**config.mk**
```make
export PLATFORM = sky130hd
export DESIGN_NAME = trigger_interval_meter
export DESIGN_NICKNAME = d
export VERILOG_FILES = /design/src/rtl/trigger_interval_meter.sv
export SDC_FILE = /design/constraint.sdc
export NUM_CORES = 1
export LEC_CHECK = 0
export CORE_UTILIZATION = 52
export DETAILED_ROUTE_END_ITERATION = 8
export PLACE_DENSITY = 0.78
export SYNTH_ARGS = -nofsm -noshare
export SYNTH_HDL_FRONTEND = slang
export SYNTH_SLANG_ARGS = --single-unit
```
**constraint.sdc**
```tcl
create_clock -name clk -period 2 [get_ports clk]
set_input_delay 0.4 -clock clk [delete_from_list [all_inputs] [get_ports clk]]
set_output_delay 0.4 -clock clk [all_outputs]
set_load 0.01 [all_outputs]
```
**src/rtl/trigger_interval_meter.sv**
```systemverilog
// ---------------------------------------------------------------------------
// trigger_interval_meter
//   Samples a trigger line, detects rising edges and measures the number of
//   clock cycles between successive edges. Each measured interval is reported
//   with a one-cycle valid strobe. A match strobe accompanies intervals equal
//   to EXPECT. A sticky timeout flags a gap longer than MAX_INTERVAL cycles.
//
// Ports
//   clk        in   system clock, posedge
//   rst        in   asynchronous active-high reset
//   trigger    in   monitored line (level or pulse), synchronous to clk
//   clear      in   synchronous soft clear; returns everything to IDLE/zero
//   interval   out  [WIDTH-1:0] last measured rising-edge spacing
//   valid      out  one-cycle strobe: interval just updated
//   match      out  one-cycle strobe: valid and interval == EXPECT
//   timeout    out  sticky: no edge within MAX_INTERVAL cycles
//   busy       out  state machine is in COUNT
//   edge_count out  [7:0] saturating count of detected rising edges
// ---------------------------------------------------------------------------
module trigger_interval_meter #(
    parameter int WIDTH        = 8,
    parameter int MAX_INTERVAL = 255,
    parameter int EXPECT       = 4
) (
    input  logic             clk,
    input  logic             rst,
    input  logic             trigger,
    input  logic             clear,
    output logic [WIDTH-1:0] interval,
    output logic             valid,
    output logic             match,
    output logic             timeout,
    output logic             busy,
    output logic [7:0]       edge_count
);

    localparam logic [WIDTH-1:0] MAX_W = WIDTH'(MAX_INTERVAL);
    localparam logic [WIDTH-1:0] EXP_W = WIDTH'(EXPECT);
    localparam logic [WIDTH-1:0] ONE_W = WIDTH'(1);

    typedef enum logic [1:0] {
        S_IDLE    = 2'd0,
        S_COUNT   = 2'd1,
        S_TIMEOUT = 2'd2
    } state_t;

    state_t           state_q, state_d;
    logic             prev_q;
    logic [WIDTH-1:0] cnt_q, cnt_d;
    logic [WIDTH-1:0] interval_q, interval_d;
    logic             valid_q, valid_d;
    logic             match_q, match_d;
    logic             timeout_q, timeout_d;
    logic             busy_q, busy_d;
    logic [7:0]       ec_q, ec_d;

    logic edge_det;
    assign edge_det = trigger & ~prev_q;

    always_comb begin
        state_d    = state_q;
        cnt_d      = cnt_q;
        interval_d = interval_q;
        valid_d    = 1'b0;
        match_d    = 1'b0;
        timeout_d  = timeout_q;
        ec_d       = ec_q;

        if (clear) begin
            // An edge coincident with clear is deliberately dropped.
            state_d    = S_IDLE;
            cnt_d      = '0;
            interval_d = '0;
            timeout_d  = 1'b0;
            ec_d       = '0;
        end else begin
            if (edge_det && (ec_q != 8'hFF)) begin
                ec_d = ec_q + 8'd1;
            end

            case (state_q)
                S_IDLE: begin
                    if (edge_det) begin
                        cnt_d   = ONE_W;
                        state_d = S_COUNT;
                    end
                end
                S_COUNT: begin
                    // An edge on the cycle cnt == MAX is still a measurement,
                    // so the edge test comes before the limit test.
                    if (edge_det) begin
                        interval_d = cnt_q;
                        valid_d    = 1'b1;
                        match_d    = (cnt_q == EXP_W);
                        cnt_d      = ONE_W;
                    end else if (cnt_q == MAX_W) begin
                        timeout_d = 1'b1;
                        state_d   = S_TIMEOUT;
                    end else begin
                        cnt_d = cnt_q + ONE_W;
                    end
                end
                S_TIMEOUT: begin
                    // Interval across a timeout is unmeasurable: restart only.
                    if (edge_det) begin
                        cnt_d   = ONE_W;
                        state_d = S_COUNT;
                    end
                end
                default: begin
                    state_d = S_IDLE;
                end
            endcase
        end

        busy_d = (state_d == S_COUNT);
    end

    always_ff @(posedge clk or posedge rst) begin
        if (rst) begin
            state_q    <= S_IDLE;
            prev_q     <= 1'b0;
            cnt_q      <= '0;
            interval_q <= '0;
            valid_q    <= 1'b0;
            match_q    <= 1'b0;
            timeout_q  <= 1'b0;
            busy_q     <= 1'b0;
            ec_q       <= '0;
        end else begin
            state_q    <= state_d;
            prev_q     <= trigger;  // updates during clear too
            cnt_q      <= cnt_d;
            interval_q <= interval_d;
            valid_q    <= valid_d;
            match_q    <= match_d;
            timeout_q  <= timeout_d;
            busy_q     <= busy_d;
            ec_q       <= ec_d;
        end
    end

    assign interval   = interval_q;
    assign valid      = valid_q;
    assign match      = match_q;
    assign timeout    = timeout_q;
    assign busy       = busy_q;
    assign edge_count = ec_q;

endmodule

```
==> reports/metrics.yaml, run 1 <==
synth.top_cells.by_count: "dfrtp_1 (31), a21oi_1 (11), nor2_1 (11)"
cts-root-buf: "clkbuf_4"
status: "complete, no violations"
rows: 19
yosysTopAreaCell: "dfrtp_1"
yosys.area_share.simple_pct: 21.5
hold_buffers: 0
powerDensity_nw_per_um2: 668
die_h_um: 55.8
final_cells: 215
initial_utilization_pct: 54.5
crit_required_ns: 1.60
num_io_pins: 24
synth_area_per_cell_um2: 10.2
post_cts_buffers: 0
synth_edf_count: 0
cp_cell_sequence: "clkdlybuf4s50_1"
clk_pin_slew_worst_paths_ns: 0.10
synth_top_area_share_pct: 51.6
critPathSlowestCell: "clkdlybuf4s50_1"
multi_input_comb_area_um2: 677
drv_cap: 0
placedCellCount: 207
cts.sink_count: 31
core_um2: 2760
drt_wl_total_um: 3300
hold_path.class: "in2async"
layout.nets: 190
stdcell_area_um2: 1910
fin_util_pct: 69.1
gp_congestion: 0.808
fillers: 210
dieWidth_um: 55.8
worstSetupPathType: "reg2out"
hold_viol: 0
synth_top_family_by_area: "simple AND/OR/NAND/NOR gates"
track_usage_pct: 23.6
maxSlewViolCount: 0
critPathCaptureType: "output pin"
rsz0062_at_grt: "no"
synth-main-ff-cell: "dfrtp_1"
yosysMostFrequentCell: "dfrtp_1"
synth.top_cells.by_area: "dfrtp_1 (52%), a22o_1 (4.1%), a21oi_1 (3.7%), nor2_1 (2.7%), ha_1 (2.5%)"
gr-total-overflow: 0
cp-start-kind: "flop"
crit_fanout: 7
relSlewSlack_pct: 60.1
drtIter0Drc: 50
cp_slowest_stage_delay_ns: 0.58
ant_nets: 0
arrival_ns: 1.38
dp_hpwl_um: 2360
grt_pass1_vias: 1240
synthAdderAreaFrac_pct: 2.50
fin_crit_sh_pct: 89.2
yosysSeqAreaShare_pct: 51.6
num_vias: 1324
cts_buffer_depth: 2
synth_compound_area_share_pct: 18.5
cts_tree: "built"
place_area_um2: 1820
cp_top_family: "buffers and inverters"
cts_resized: 0
antenna_found_initial: 0
async_flop_share_pct: 100
finalSetupViolCount: 0
grt_pass1_wl_um: 5620
peakVddDrop_v: 0.000687
min_period_ns: 1.78
netlist_area_um2: 1500
seq_area_um2: 776
synthCells: 148
antenna_cells: 0
synthXorXnorAreaFrac_pct: 1.16
worstMarginPinSlew_ns: 0.598
wl_per_cell_um: 15.3
ys_warn_count: 0
worst-path-buf-inv: 1
syn2layout_area_growth_pct: 26.7
fin_skew_ns: 0.00761
grt_max_degree: 32
vias_per_cell: 6.16
firstDrtPassIters: 6
drive_gt1_share_pct: 10.9
numPortBuffers: 23
synth_fp_nets: 155
whs_ns: 0.433
fmax_mhz: 561
p_leak_nw: 0.814
cts_made_buffers: 5
ys_ff_latch: 31
die-area_um2: 3110
yosysUniqueCellTypes: 39
drcViolationCount: 0
synth.area.mux_share_pct: 1.33
ctsHtreeMaxLevel: 2
clock_latency_ns: 0.34
-- where the power goes --
part | internal (mW) | total [mW] | switching (mW)
registers | 0.638 | 0.653 | 0.0151
clock network | 0.295 | 0.516 | 0.221
logic | 0.0443 | 0.104 | 0.0593
-- per-layer routing --
metal	vias up	part of all wire, %	track usage (%)
met5	-	0	0
met3	5	5.3	7.21
li1	620	-	-
met1	653	46	31.3
met4	0	1.5	7.50
met2	46	48	37.2
-- layout by cell type (no fill, tap or decap), types with 4 or more instances in the layout --
cell	instances
a21oi_1	11
a22o_1	7
buf_4	10
clkbuf_4	5
clkdlybuf4s50_1	23
dfrtp_1	31
inv_1	6
nand2_1	9
nand3_1	7
nor2_1	11
nor2b_1	4
nor3_1	4
o21ai_1	4
or3_1	5
-- area by class of cell --
| type | count | area share, % |
|---|---|---|
| multi-input combinational | 106 | 35.5 |
| tap | 31 | 2.04 |
| clock buffer | 6 | 2.69 |
| timing repair buffer | 33 | 16.0 |
| inverter | 6 | 1.18 |
| clock inverter | 2 | 1.84 |
| sequential | 31 | 40.7 |
-- worst paths after layout --
kind / startpoint / endpoint / slack [ns] / cells past startpoint
worst min register to register: interval[2]$_DFFE_PP0P_ / interval[2]$_DFFE_PP0P_ / 0.51 / 2
worst max-delay path: edge_count[3]$_DFFE_PP0P_ / edge_count[3] / 0.22 / 1
worst min-delay path: rst / interval[0]$_DFFE_PP0P_ / 0.43 / 3
max in group asynchronous: rst / edge_count[7]$_DFFE_PP0P_ / 1.29 / 3
worst max register to register: cnt_q[1]$_DFFE_PP0P_ / cnt_q[2]$_DFFE_PP0P_ / 0.25 / 6
min in group clk: interval[2]$_DFFE_PP0P_ / interval[2]$_DFFE_PP0P_ / 0.51 / 2
-- per-stage QoR --
stage	power [mW]	TNS [ns]	worst slack, ns
floorplan	0.726	0	0.443
global placement	0.765	0	0.00504
detailed placement	0.768	-0.116	-0.0671
CTS	1.28	0	0.231
global route	1.31	0	0.136
finish	1.27	0	0.217
-- sequential cells by signal (all words and copies together), names as in the netlist --
name	cells
edge_count	8
interval	8
timeout	1
cnt_q	8
busy	1
match	1
valid	1
state_q	2
prev_q	1
-- cells by family (layout without fill, tap and decap cells) --
kind of cell / count (synthesis) / count (layout)
and+or+nand+nor: 59 / 59
AOI/OAI and AO/OA: 40 / 40
DFF: 31 / 31
buffers and inverters: 11 / 47
adders and majority gates: 3 / 3
xor gates and xnor gates: 2 / 2
muxes: 2 / 2
(Power assumes the default switching activity.)
==> run 2, diff against run 1 <==
--- a/config.mk
+++ b/config.mk
@@ -5,8 +5,11 @@
 export SDC_FILE = /design/constraint.sdc
 export NUM_CORES = 1
 export LEC_CHECK = 0
+export CORE_ASPECT_RATIO = 1.4
 export CORE_UTILIZATION = 52
 export DETAILED_ROUTE_END_ITERATION = 8
+export GPL_TIMING_DRIVEN = 0
+export HOLD_SLACK_MARGIN = 0.08
 export PLACE_DENSITY = 0.78
 export SYNTH_ARGS = -nofsm -noshare
 export SYNTH_HDL_FRONTEND = slang
==> run 2 against run 1 <==
  * Combinational power decreased by 4%
  * Setup slack got worse by 0.035 ns
  * Flip-flop and latch count unchanged
  * Register-to-register slack about the same
==> reports/metrics.yaml, run 2 (same netlist as run 1, synthesis figures left out) <==
gp_congestion: 0.792  # -2.0%
vias_per_cell: 6.03  # -2.1%
cts_tree: "built"
seq_area_um2: 776  # unchanged
grt_pass1_vias: 1251  # +0.89%
place_area_um2: 1770  # -2.8%
cts_resized: 0  # unchanged
hold_viol: 0  # unchanged
power_frac_comb_pct: 9.1  # +1.0 points
grt_pass1_wl_um: 5580  # -0.85%
fmax_mhz: 550  # -1.9%
clock_latency_ns: 0.33  # about the same
power.internal_uw: 807  # -17%
rows: 22  # +3
swShare_pct: 25.9  # +2.7 points
cp_top_family: "buffers and inverters"
worst-path-buf-inv: 2  # +1
numPortBuffers: 22  # -4.3%
drcViolationCount: 0  # unchanged
num_vias: 1290  # -2.6%
worstSetupPathType: "in2reg"
drv_cap: 0  # unchanged
cts_made_buffers: 5  # unchanged
clk_pin_slew_worst_paths_ns: 0.10  # about the same
drt_wl_total_um: 3240  # -1.7%
multi_input_comb_area_um2: 677  # unchanged
grt_max_degree: 32  # unchanged
ant_nets: 0  # unchanged
track_usage_pct: 25.3  # +1.8 points
power.switching_uw: 283  # -4.4%
finalSetupViolCount: 0  # unchanged
stdcell_area_um2: 1820  # -4.4%
wl_per_cell_um: 15.2  # -1.3%
layout.nets: 184  # -3.2%
p_total_mw: 1.09  # -14%
fin_util_pct: 68.2  # -0.87 points
firstDrtPassIters: 4  # -2
peakVddDrop_v: 0.000570  # -17%
cts_buffer_depth: 2  # unchanged
core_um2: 2670  # -3.2%
powerDensity_nw_per_um2: 598  # -11%
post_cts_buffers: 0  # unchanged
crit_required_ns: 2.26  # +0.66 ns
relSlewSlack_pct: 23.1  # -37 points
min_period_ns: 1.82  # +0.0345 ns
ctsHtreeMaxLevel: 2  # unchanged
syn2layout_area_growth_pct: 21.1
pwr-share-seq_pct: 59.6  # +8.3 points
fillers: 235  # +12%
arrival_ns: 2.08  # +0.70 ns
layout_common_cells: "dfrtp_1 (31), clkdlybuf4s50_1 (22), a21oi_1 (11), nor2_1 (11), nand2_1 (9)"
cts.sink_count: 31  # unchanged
drive_gt1_share_pct: 7.87  # -3.0 points
antenna_cells: 0  # unchanged
dieWidth_um: 47.5  # -15%
cp_slowest_stage_delay_ns: 0.52  # -0.06 ns
die_h_um: 65.6  # +18%
crit_fanout: 9  # +2
hold_buffers: 0  # unchanged
drtIter0Drc: 27  # -46%
cp-start-kind: "input port"
worstMarginPinSlew_ns: 1.15  # +0.554 ns
p_leak_nw: 0.768  # -5.7%
critPathCaptureType: "flop"
layout_commonest_cell: "dfrtp_1"
antenna_found_initial: 0  # unchanged
critPathSlowestCell: "clkdlybuf4s50_1"
hold_path.class: "in2reg"
cp_cell_sequence: "clkdlybuf4s50_1 -> nor2b_1 -> buf_2 -> o2111ai_1 -> or4_1 -> a21oi_1"
tns_ns: 0  # unchanged
gr-total-overflow: 0  # unchanged
die-area_um2: 3110  # about the same
rsz0062_at_grt: "no"
cts-root-buf: "clkbuf_4"
fin_crit_sh_pct: 90.9  # +1.7 points
fin_skew_ns: 0.00993  # +0.00231 ns
maxSlewViolCount: 0  # unchanged
initial_utilization_pct: 56.3  # +1.8 points
dp_hpwl_um: 2350  # -0.49%
p_clk_share_pct: 31.3  # -9.3 points
status: "complete, no violations"
num_io_pins: 24  # unchanged
run 2: cell count changes in the layout (fill, tap and decap cells not counted), sizes merged:
cell	delta
clkinv	+2
clkdlybuf4s50	-1
bufinv	-1
buf	-6
run 2: final timing paths:
path / start / endpoint / slack [ns] / cells after the start
max: trigger / cnt_q[6]$_DFFE_PP0P_ / 0.18 / 6
min reg2reg: interval[2]$_DFFE_PP0P_ / interval[2]$_DFFE_PP0P_ / 0.50 / 2
min: clear / edge_count[5]$_DFFE_PP0P_ / 0.35 / 2
min in group asynchronous: rst / edge_count[7]$_DFFE_PP0P_ / 0.68 / 2
max in group asynchronous: rst / interval[0]$_DFFE_PP0P_ / 0.63 / 2
max reg2reg: cnt_q[1]$_DFFE_PP0P_ / cnt_q[3]$_DFFE_PP0P_ / 0.26 / 6
run 2: per-stage QoR:
step           std cells  setup WS (ns)  hold slack (ns)
6_report             214          0.182            0.354
2_1_floorplan        148          0.443            0.431
4_1_cts              214          0.208            0.345
3_5_place_dp         206         -0.134            0.472
3_3_place_gp         206         -0.111            0.464
5_1_grt              214         0.0618            0.346
run 2: area by class of cell:
cell class                 count  area share, %
sequential                    31           42.6
multi-input combinational    106           37.2
timing repair buffer          22           12.1
tap                           36           2.47
clock buffer                   5           2.06
buffer                         5           1.58
inverter                       6           1.24
clock inverter                 3          0.824
run 2: metal layers:
layer / vias to the layer above / GRT usage, % / wire [um]
met4: 0 / 12.5 / 44
met1: 641 / 27.8 / 1330
met5: - / 0 / 0
li1: 609 / - / -
met2: 36 / 44.3 / 1730
met3: 4 / 4.12 / 144
run 2: power by group through the flow:
stage	registers [mW]	logic (mW)	clock network (mW)
2_1_floorplan	0.661	0.0641	0
3_3_place_gp	0.661	0.0976	0
3_5_place_dp	0.661	0.100	0
4_1_cts	0.649	0.101	0.351
5_1_grt	0.651	0.112	0.377
6_report	0.649	0.0994	0.341
